<file path="config.mk">
export PLATFORM = sky130hd
export DESIGN_NAME = axi_lite_uart_rd_slave
export DESIGN_NICKNAME = d
export VERILOG_FILES = /design/src/rtl/uart_pkg.sv /design/src/rtl/uart_rx_fifo.sv /design/src/rtl/axi_lite_uart_rd_slave.sv
export SDC_FILE = /design/constraint.sdc
export NUM_CORES = 1
export LEC_CHECK = 0
export BUFFER_PORTS_ARGS = -buffer_cell sky130_fd_sc_hd__buf_4
export CELL_PAD_IN_SITES_DETAIL_PLACEMENT = 0
export CELL_PAD_IN_SITES_GLOBAL_PLACEMENT = 1
export CORE_MARGIN = 4
export CORE_UTILIZATION = 40
export CTS_CLUSTER_DIAMETER = 200
export CTS_CLUSTER_SIZE = 40
export DETAILED_ROUTE_END_ITERATION = 10
export GPL_TIMING_DRIVEN = 1
export PLACE_DENSITY_LB_ADDON = 0.08
export SLEW_MARGIN = 20
export SYNTH_ARGS = -nofsm -noshare
export SYNTH_HDL_FRONTEND = slang
export SYNTH_SLANG_ARGS = --single-unit
</file>
<file path="constraint.sdc">
create_clock -name clk -period 3.88 [get_ports clk]
set_input_delay 0.194 -clock clk [delete_from_list [all_inputs] [get_ports clk]]
set_output_delay 0.194 -clock clk [all_outputs]
set_load 0.1 [all_outputs]
</file>
<file path="src/rtl/uart_pkg.sv">
// Shared definitions for the UART AXI-lite read-side slave: register
// offsets, RXDATA/STATUS field positions, AXI response codes, FSM states
// and the RX FIFO entry layout.
package uart_pkg;

   // Register offsets decoded from araddr[3:0]
   localparam logic [3:0] REG_RXDATA = 4'h0;
   localparam logic [3:0] REG_STATUS = 4'h4;

   // RXDATA field positions
   localparam int unsigned RX_VALID_BIT = 8;
   localparam int unsigned RX_FERR_BIT  = 9;

   // STATUS field positions
   localparam int unsigned STAT_NOT_EMPTY_BIT = 0;
   localparam int unsigned STAT_FULL_BIT      = 1;
   localparam int unsigned STAT_OVF_BIT       = 2;
   localparam int unsigned STAT_FERR_BIT      = 3;
   localparam int unsigned STAT_COUNT_LSB     = 8;
   localparam int unsigned STAT_COUNT_W       = 8;

   // AXI response codes
   localparam logic [1:0] RESP_OKAY   = 2'b00;
   localparam logic [1:0] RESP_SLVERR = 2'b10;

   // Read FSM states
   typedef enum logic {
      ST_IDLE = 1'b0,
      ST_RESP = 1'b1
   } rd_state_e;

   // RX FIFO entry: {frame_err, byte}
   typedef struct packed {
      logic       frame_err;
      logic [7:0] data;
   } rx_entry_t;

endpackage

</file>
<file path="src/rtl/uart_rx_fifo.sv">
// Synchronous RX FIFO for received UART bytes.
// Ports:
//   clk, rst        - clock, synchronous active-high reset (flushes pointers)
//   push, din       - write request and entry
//   pop             - read request (ignored when empty)
//   head_c          - entry at the read pointer (combinational view)
//   full, empty     - registered flags
//   count           - registered occupancy, $clog2(DEPTH)+1 bits
//   push_ok_c       - push accepted this cycle (not full, or full with pop)
//   empty_nxt_c     - FIFO will be empty after this edge
module uart_rx_fifo
   import uart_pkg::*;
#(
   parameter int unsigned DEPTH = 16
) (
   input  logic                   clk,
   input  logic                   rst,
   input  logic                   push,
   input  rx_entry_t              din,
   input  logic                   pop,
   output rx_entry_t              head_c,
   output logic                   full,
   output logic                   empty,
   output logic [$clog2(DEPTH):0] count,
   output logic                   push_ok_c,
   output logic                   empty_nxt_c
);

   localparam int unsigned PW = $clog2(DEPTH);
   localparam int unsigned CW = PW + 1;

   rx_entry_t         mem [DEPTH];
   logic [PW-1:0]     wr_ptr;
   logic [PW-1:0]     rd_ptr;
   logic              pop_ok;
   logic [CW-1:0]     count_nxt;

   // A full FIFO still accepts a push when the head is popped in the same cycle
   always_comb begin
      pop_ok      = pop & ~empty;
      push_ok_c   = push & (~full | pop_ok);
      count_nxt   = count + CW'(push_ok_c) - CW'(pop_ok);
      empty_nxt_c = (count_nxt == '0);
      head_c      = mem[rd_ptr];
   end

   // Storage, no reset needed
   always_ff @(posedge clk) begin
      if (push_ok_c) begin
         mem[wr_ptr] <= din;
      end
   end

   // Pointers wrap modulo DEPTH (power of two)
   always_ff @(posedge clk) begin
      if (rst) begin
         wr_ptr <= '0;
         rd_ptr <= '0;
         count  <= '0;
         full   <= 1'b0;
         empty  <= 1'b1;
      end else begin
         if (push_ok_c) wr_ptr <= wr_ptr + PW'(1);
         if (pop_ok)    rd_ptr <= rd_ptr + PW'(1);
         count <= count_nxt;
         full  <= (count_nxt == CW'(DEPTH));
         empty <= empty_nxt_c;
      end
   end

endmodule

</file>
<file path="src/rtl/axi_lite_uart_rd_slave.sv">
// AXI-lite read-channel slave of the UART peripheral. Buffers received bytes
// in an RX FIFO, serves RXDATA (pop) and STATUS (clear sticky) reads, and
// drives a registered interrupt.
// Ports:
//   clk, rst                    - clock, synchronous active-high reset
//   s_axi_ar*/s_axi_r*          - AXI-lite AR and R channels
//   rx_byte_i/rx_valid_i/
//   rx_frame_err_i              - byte stream from the UART receiver
//   irq_en_i                    - [0] not-empty enable, [1] overflow enable
//   uart_irq                    - registered interrupt
// Build option: define UART_RD_SLVERR_EN to answer unmapped offsets and
// empty RXDATA reads with SLVERR instead of OKAY.
module axi_lite_uart_rd_slave
   import uart_pkg::*;
#(
   parameter int unsigned AXI_ADDR_WIDTH = 32,
   parameter int unsigned AXI_DATA_WIDTH = 32,
   parameter int unsigned AXI_RESP_WIDTH = 2,
   parameter int unsigned RX_FIFO_DEPTH  = 16
) (
   input  logic                      clk,
   input  logic                      rst,
   input  logic [AXI_ADDR_WIDTH-1:0] s_axi_araddr,
   input  logic                      s_axi_arvalid,
   output logic                      s_axi_arready,
   output logic [AXI_DATA_WIDTH-1:0] s_axi_rdata,
   output logic [AXI_RESP_WIDTH-1:0] s_axi_rresp,
   output logic                      s_axi_rvalid,
   input  logic                      s_axi_rready,
   input  logic [7:0]                rx_byte_i,
   input  logic                      rx_valid_i,
   input  logic                      rx_frame_err_i,
   input  logic [1:0]                irq_en_i,
   output logic                      uart_irq
);

   localparam int unsigned CNT_W = $clog2(RX_FIFO_DEPTH) + 1;

`ifdef UART_RD_SLVERR_EN
   localparam logic [1:0] ERR_RESP = RESP_SLVERR;
`else
   localparam logic [1:0] ERR_RESP = RESP_OKAY;
`endif

   rd_state_e                 state_q, state_d;
   logic                      arready_d, rvalid_d;
   logic [AXI_DATA_WIDTH-1:0] rdata_d;
   logic [AXI_RESP_WIDTH-1:0] rresp_d;
   logic                      ar_hs_c;

   rx_entry_t                 fifo_din;
   rx_entry_t                 fifo_head_c;
   logic                      fifo_full, fifo_empty;
   logic [CNT_W-1:0]          fifo_count;
   logic                      fifo_push_ok_c, fifo_empty_nxt_c;
   logic                      pop_c, clr_c;

   logic                      ovf_q, ferr_q, ovf_d, ferr_d;
   logic                      irq_d;

   logic [15:0]               stat16_c, rx16_c;
   logic [AXI_DATA_WIDTH-1:0] rd_word_c;
   logic [1:0]                rd_resp_c;
   logic                      rd_pop_c, rd_clr_c;
   logic [3:0]                off_c;
   logic                      unused_addr_c;

   assign unused_addr_c = ^s_axi_araddr[AXI_ADDR_WIDTH-1:4];
   assign ar_hs_c       = s_axi_arready & s_axi_arvalid;
   assign fifo_din      = '{frame_err: rx_frame_err_i, data: rx_byte_i};

   uart_rx_fifo #(
      .DEPTH (RX_FIFO_DEPTH)
   ) u_rx_fifo (
      .clk         (clk),
      .rst         (rst),
      .push        (rx_valid_i),
      .din         (fifo_din),
      .pop         (pop_c),
      .head_c      (fifo_head_c),
      .full        (fifo_full),
      .empty       (fifo_empty),
      .count       (fifo_count),
      .push_ok_c   (fifo_push_ok_c),
      .empty_nxt_c (fifo_empty_nxt_c)
   );

   // Offset decode; reflects FIFO/sticky state before any same-cycle push
   always_comb begin
      off_c     = s_axi_araddr[3:0];
      rd_word_c = '0;
      rd_resp_c = RESP_OKAY;
      rd_pop_c  = 1'b0;
      rd_clr_c  = 1'b0;

      stat16_c = '0;
      stat16_c[STAT_NOT_EMPTY_BIT] = ~fifo_empty;
      stat16_c[STAT_FULL_BIT]      = fifo_full;
      stat16_c[STAT_OVF_BIT]       = ovf_q;
      stat16_c[STAT_FERR_BIT]      = ferr_q;
      stat16_c[STAT_COUNT_LSB +: STAT_COUNT_W] = STAT_COUNT_W'(fifo_count);

      rx16_c = '0;
      rx16_c[7:0]         = fifo_head_c.data;
      rx16_c[RX_VALID_BIT] = 1'b1;
      rx16_c[RX_FERR_BIT]  = fifo_head_c.frame_err;

      if (off_c == REG_RXDATA) begin
         if (!fifo_empty) begin
            rd_word_c = AXI_DATA_WIDTH'(rx16_c);
            rd_pop_c  = 1'b1;
         end else begin
            rd_resp_c = ERR_RESP;
         end
      end else if (off_c == REG_STATUS) begin
         rd_word_c = AXI_DATA_WIDTH'(stat16_c);
         rd_clr_c  = 1'b1;
      end else begin
         rd_resp_c = ERR_RESP;
      end
   end

   // FSM state register
   always_ff @(posedge clk) begin
      if (rst) state_q <= ST_IDLE;
      else     state_q <= state_d;
   end

   // FSM next state
   always_comb begin
      state_d = state_q;
      case (state_q)
         ST_IDLE: if (ar_hs_c)      state_d = ST_RESP;
         ST_RESP: if (s_axi_rready) state_d = ST_IDLE;
         default:                   state_d = ST_IDLE;
      endcase
   end

   // FSM outputs (next values of the registered AXI outputs) and side effects
   always_comb begin
      arready_d = (state_d == ST_IDLE);
      rvalid_d  = (state_d == ST_RESP);
      rdata_d   = s_axi_rdata;
      rresp_d   = s_axi_rresp;
      pop_c     = 1'b0;
      clr_c     = 1'b0;
      if (state_q == ST_IDLE && ar_hs_c) begin
         rdata_d = rd_word_c;
         rresp_d = AXI_RESP_WIDTH'(rd_resp_c);
         pop_c   = rd_pop_c;
         clr_c   = rd_clr_c;
      end
   end

   // Sticky flags: a same-cycle set beats the STATUS-read clear
   always_comb begin
      ovf_d  = (ovf_q  & ~clr_c) | (rx_valid_i & ~fifo_push_ok_c);
      ferr_d = (ferr_q & ~clr_c) | (fifo_push_ok_c & rx_frame_err_i);
      irq_d  = (irq_en_i[0] & ~fifo_empty_nxt_c) | (irq_en_i[1] & ovf_d);
   end

   always_ff @(posedge clk) begin
      if (rst) begin
         s_axi_arready <= 1'b0;
         s_axi_rvalid  <= 1'b0;
         s_axi_rdata   <= '0;
         s_axi_rresp   <= '0;
         ovf_q         <= 1'b0;
         ferr_q        <= 1'b0;
         uart_irq      <= 1'b0;
      end else begin
         s_axi_arready <= arready_d;
         s_axi_rvalid  <= rvalid_d;
         s_axi_rdata   <= rdata_d;
         s_axi_rresp   <= rresp_d;
         ovf_q         <= ovf_d;
         ferr_q        <= ferr_d;
         uart_irq      <= irq_d;
      end
   end

endmodule

</file>
==> impl_results.md <==
* Area contributors post-synth: edfxtp_1 (59%), dfxtp_1 (10%), mux4_1 (7.5%)
* Async SR Flop Fraction at 0%
* Post-synthesis adder-cell area fraction at 1.97%
* First-pass GRT wire length at 23,400 microns
* Pins over their slew limit at 0
* Setup WS pre-CTS at 0.477 ns
* Die Height at 144 microns
* Predominant post-synthesis flop cell: edfxtp_1
* CP Capture Type: flop
* Layout cell share with drive strength beyond 1 at 21.3%
* Die Wd at 144 microns
* Core Box Area at 18,000 sq um
* Post-synthesis cell count at 429
* Most frequent cells after synthesis: edfxtp_1 (144), dfxtp_1 (37), nand2_1 (25)
* Die ar. at 20,600 sq um
* HP Class: in -> reg
* CTS Sinks at 181
* Antenna violations before repair at 0
* Hpwl dp at 9760 microns
* MaxCap Viol Count at 0
* WP buf/inv at 2
* Placed cell count at 680
* Endpoints failing setup at 0
* Multiplexer share of the synthesized area at 14.6%
* Area growth from synthesis to layout at 14.3%
* Sequential Power Share at 47.8%
* Sequential area share after synthesis at 68.8%
* Count of final hold-check violations at 0
* Worst clock skew at 0.00586 ns
* CTS tree: yes
* Sw power at 1.15 mW
* Ports at 85
* Clock buffer depth at 2
* Crit path time final at 3.35 ns
* Crit start category: flop
* Worst Hold Slack at 0.0317 ns
* Highest-delay cell along the critical path: or4_1
* Clock power frac at 39.3%
* Routability cong. at 0.727
* PD cells at 557 nW/um^2
* 1st-iter DRT viols at 239
* Unrepaired setup endpoints after global routing: no
* Worst IR drop on VDD at 0.385 mV
* Mapped Area at 7370 sq um
* Switch share at 24.5%
* Crit Path Max Fanout at 8
* Final Routed Wirelength at 15,500 microns
* PortBufs at 35
* Critical setup path kind: reg -> reg
* Clock root cell: clkbuf_16
* Layout Cells excl Fill at 712
* Combinational Power Share at 12.9%
* PnR Total Power at 4.69 mW
* Total track usage at 15.9%
* Diodes inserted at 0
* CTS H-tree depth at 4
* Fmax achieved at 298 MHz
* Top cell type's share of synthesized area at 58.7%
* Top cell type by total area after synthesis: edfxtp_1
* Layout Utilization at 46.7%
* Compound-Gate Fraction of Synth Area at 2.48%
* Crit share post-route at 86.4%
* Initial Util at 40.9%
* Slew headroom at 48.7%
* Residual DRC at 0
* Critical Path Start: u_rx_fifo.empty$_SDFF_PP1_
* Vias in the first global route at 3,787
* Largest delay share family, worst path: simple AND/OR/NAND/NOR gates
* # Post-CTS Setup Buffers at 0
* Post-Synth Simple-Gate Area at 6.37%
* Total gr overflow at 0
* Detailed Routing Iterations Pass 1 at 4
* Maximum number of pins on one net before global-route repair at 28
* Nets at 530
* Internal power at 3.54 mW
* WL/cell at 21.8 microns
* Num rows at 49
* Hold path startpoint: irq_en_i[0]
* EDFF count, synth at 144
* Syn. warnings at 0
* Via count at 3,702
* Synth unique cells at 44
* Worst stage delay on the critical path at 0.58 ns
* Main combinational cell family by area after synthesis: multiplexers
* Clock Pin Slew Worst Setup and Hold Paths at 0.06 ns
* Syn Area/Cell at 17.2 sq um
* DR vias/cell at 5.20
* Worst slew pin tran at 0.767 ns
* Post-DP Area at 7770 sq um
* Post-DRT Antenna Nets at 0
* Fin Setup TNS at 0 ns
* Leak at 2.84 nW
* Post-synthesis register bit count at 181
* Clk_lat worst skew at 0.42 ns
* CP arrival at 3.72 ns
* Top-count cell post-synth: edfxtp_1
* Post-Synth XOR/XNOR Area at 1.19%
* Status: complete, no violations
* CTS Buf Count at 17
* Worst path cell trace: or4_1 > o21ai_1 > nand2_2 > inv_2 > ha_1 > inv_1 > fa_1 > nand2b_1 > a21oi_1 > xnor2_1 > nor4_1 > or2_2
* WP data required at 4.25 ns
* Min setup slack post-route at 0.529 ns
* Reg2reg start: u_rx_fifo.empty$_SDFF_PP1_
* Post-route cell area at 8420 sq um
* Filler cell count at 1,567
## layout by cell type, fill, tap and decap left out, drive strengths merged, types with 2 or more instances in the layout
| master | n |
|---|---|
| edfxtp | 144 |
| inv | 14 |
| ha | 10 |
| nor4b | 2 |
| clkbuf | 18 |
| a22oi | 4 |
| buf | 43 |
| nand2b | 2 |
| and3 | 6 |
| conb | 21 |
| bufinv | 5 |
| a31oi | 4 |
| and2 | 12 |
| dfxtp | 37 |
| o21ai | 7 |
| or2 | 3 |
| nand2 | 26 |
| mux2i | 5 |
| clkinvlp | 2 |
| xnor2 | 5 |
| a21oi | 12 |
| nor2 | 15 |
| xor2 | 5 |
| mux2 | 4 |
| nor3 | 9 |
| nand4 | 2 |
| clkinv | 4 |
| nand3 | 10 |
| mux4 | 40 |
| nor2b | 2 |
## power by group through the flow
stage	registers [mW]	clock network (mW)	logic, mW
after floorplan	2.31	0	0.422
after global placement	2.28	0	0.598
after detailed placement	2.29	0	0.606
after CTS	2.24	1.89	0.610
after global routing	2.25	1.97	0.656
final	2.24	1.84	0.602
## worst register-to-register path, cell delays in order, from the launching register on
cell	delay [ns]
dfxtp_1	0.29
or4_1	0.58
o21ai_1	0.32
nand2_2	0.22
inv_2	0.17
ha_1	0.19
inv_1	0.06
fa_1	0.40
nand2b_1	0.17
a21oi_1	0.18
xnor2_1	0.11
nor4_1	0.42
or2_2	0.18
## metal layers
metal  track usage, %  vias up  part of all wire [%]
li1                 -     1711                     -
met1             21.6     1894                    45
met2             26.1       88                    49
met3             3.96        9                   5.1
met4             3.87        0                  0.63
met5                0        -                     0
## state kept, by name (all words and copies together), names as in the netlist, named ones only
name and cells:
ferr_q 1, ovf_q 1, s_axi_arready 1, s_axi_rdata 13
s_axi_rvalid 1, u_rx_fifo.count 5, u_rx_fifo.empty 1, u_rx_fifo.full 1
u_rx_fifo.mem 144, u_rx_fifo.rd_ptr 4, u_rx_fifo.wr_ptr 4, uart_irq 1
## cells by family after synthesis
group | after synthesis
buf+inv | 53
mux | 49
other cells | 1
flops | 181
xor+xnor | 10
fa+ha+maj | 11
simple gates | 93
compound gates | 31
## worst paths after layout
path / cells after the start / slack [ns] / end
setup / recovery: 12 / 0.53 / u_rx_fifo.empty$_SDFF_PP1_
hold / removal: 3 / 0.03 / uart_irq$_SDFF_PP0_
setup reg to reg: 12 / 0.53 / u_rx_fifo.empty$_SDFF_PP1_
hold reg to reg: 2 / 0.46 / s_axi_rdata[10]$_SDFFE_PP0N_
## repair_timing
action,CTS,global route
hold endpoints to repair,1,0
hold buffers,1,0
gates resized for setup,0,0
## final cells by class
| cell class | count | area (sq um) | share of cell area (%) |
|---|---|---|---|
| timing repair buffer | 44 | 333 | 3.95 |
| tap | 229 | 287 | 3.40 |
| multi-input combinational | 215 | 2050 | 24.4 |
| clock inverter | 13 | 205 | 2.44 |
| clock buffer | 18 | 429 | 5.10 |
| inverter | 12 | 45.0 | 0.535 |
| sequential | 181 | 5070 | 60.2 |
(Power assumes the default switching activity.)
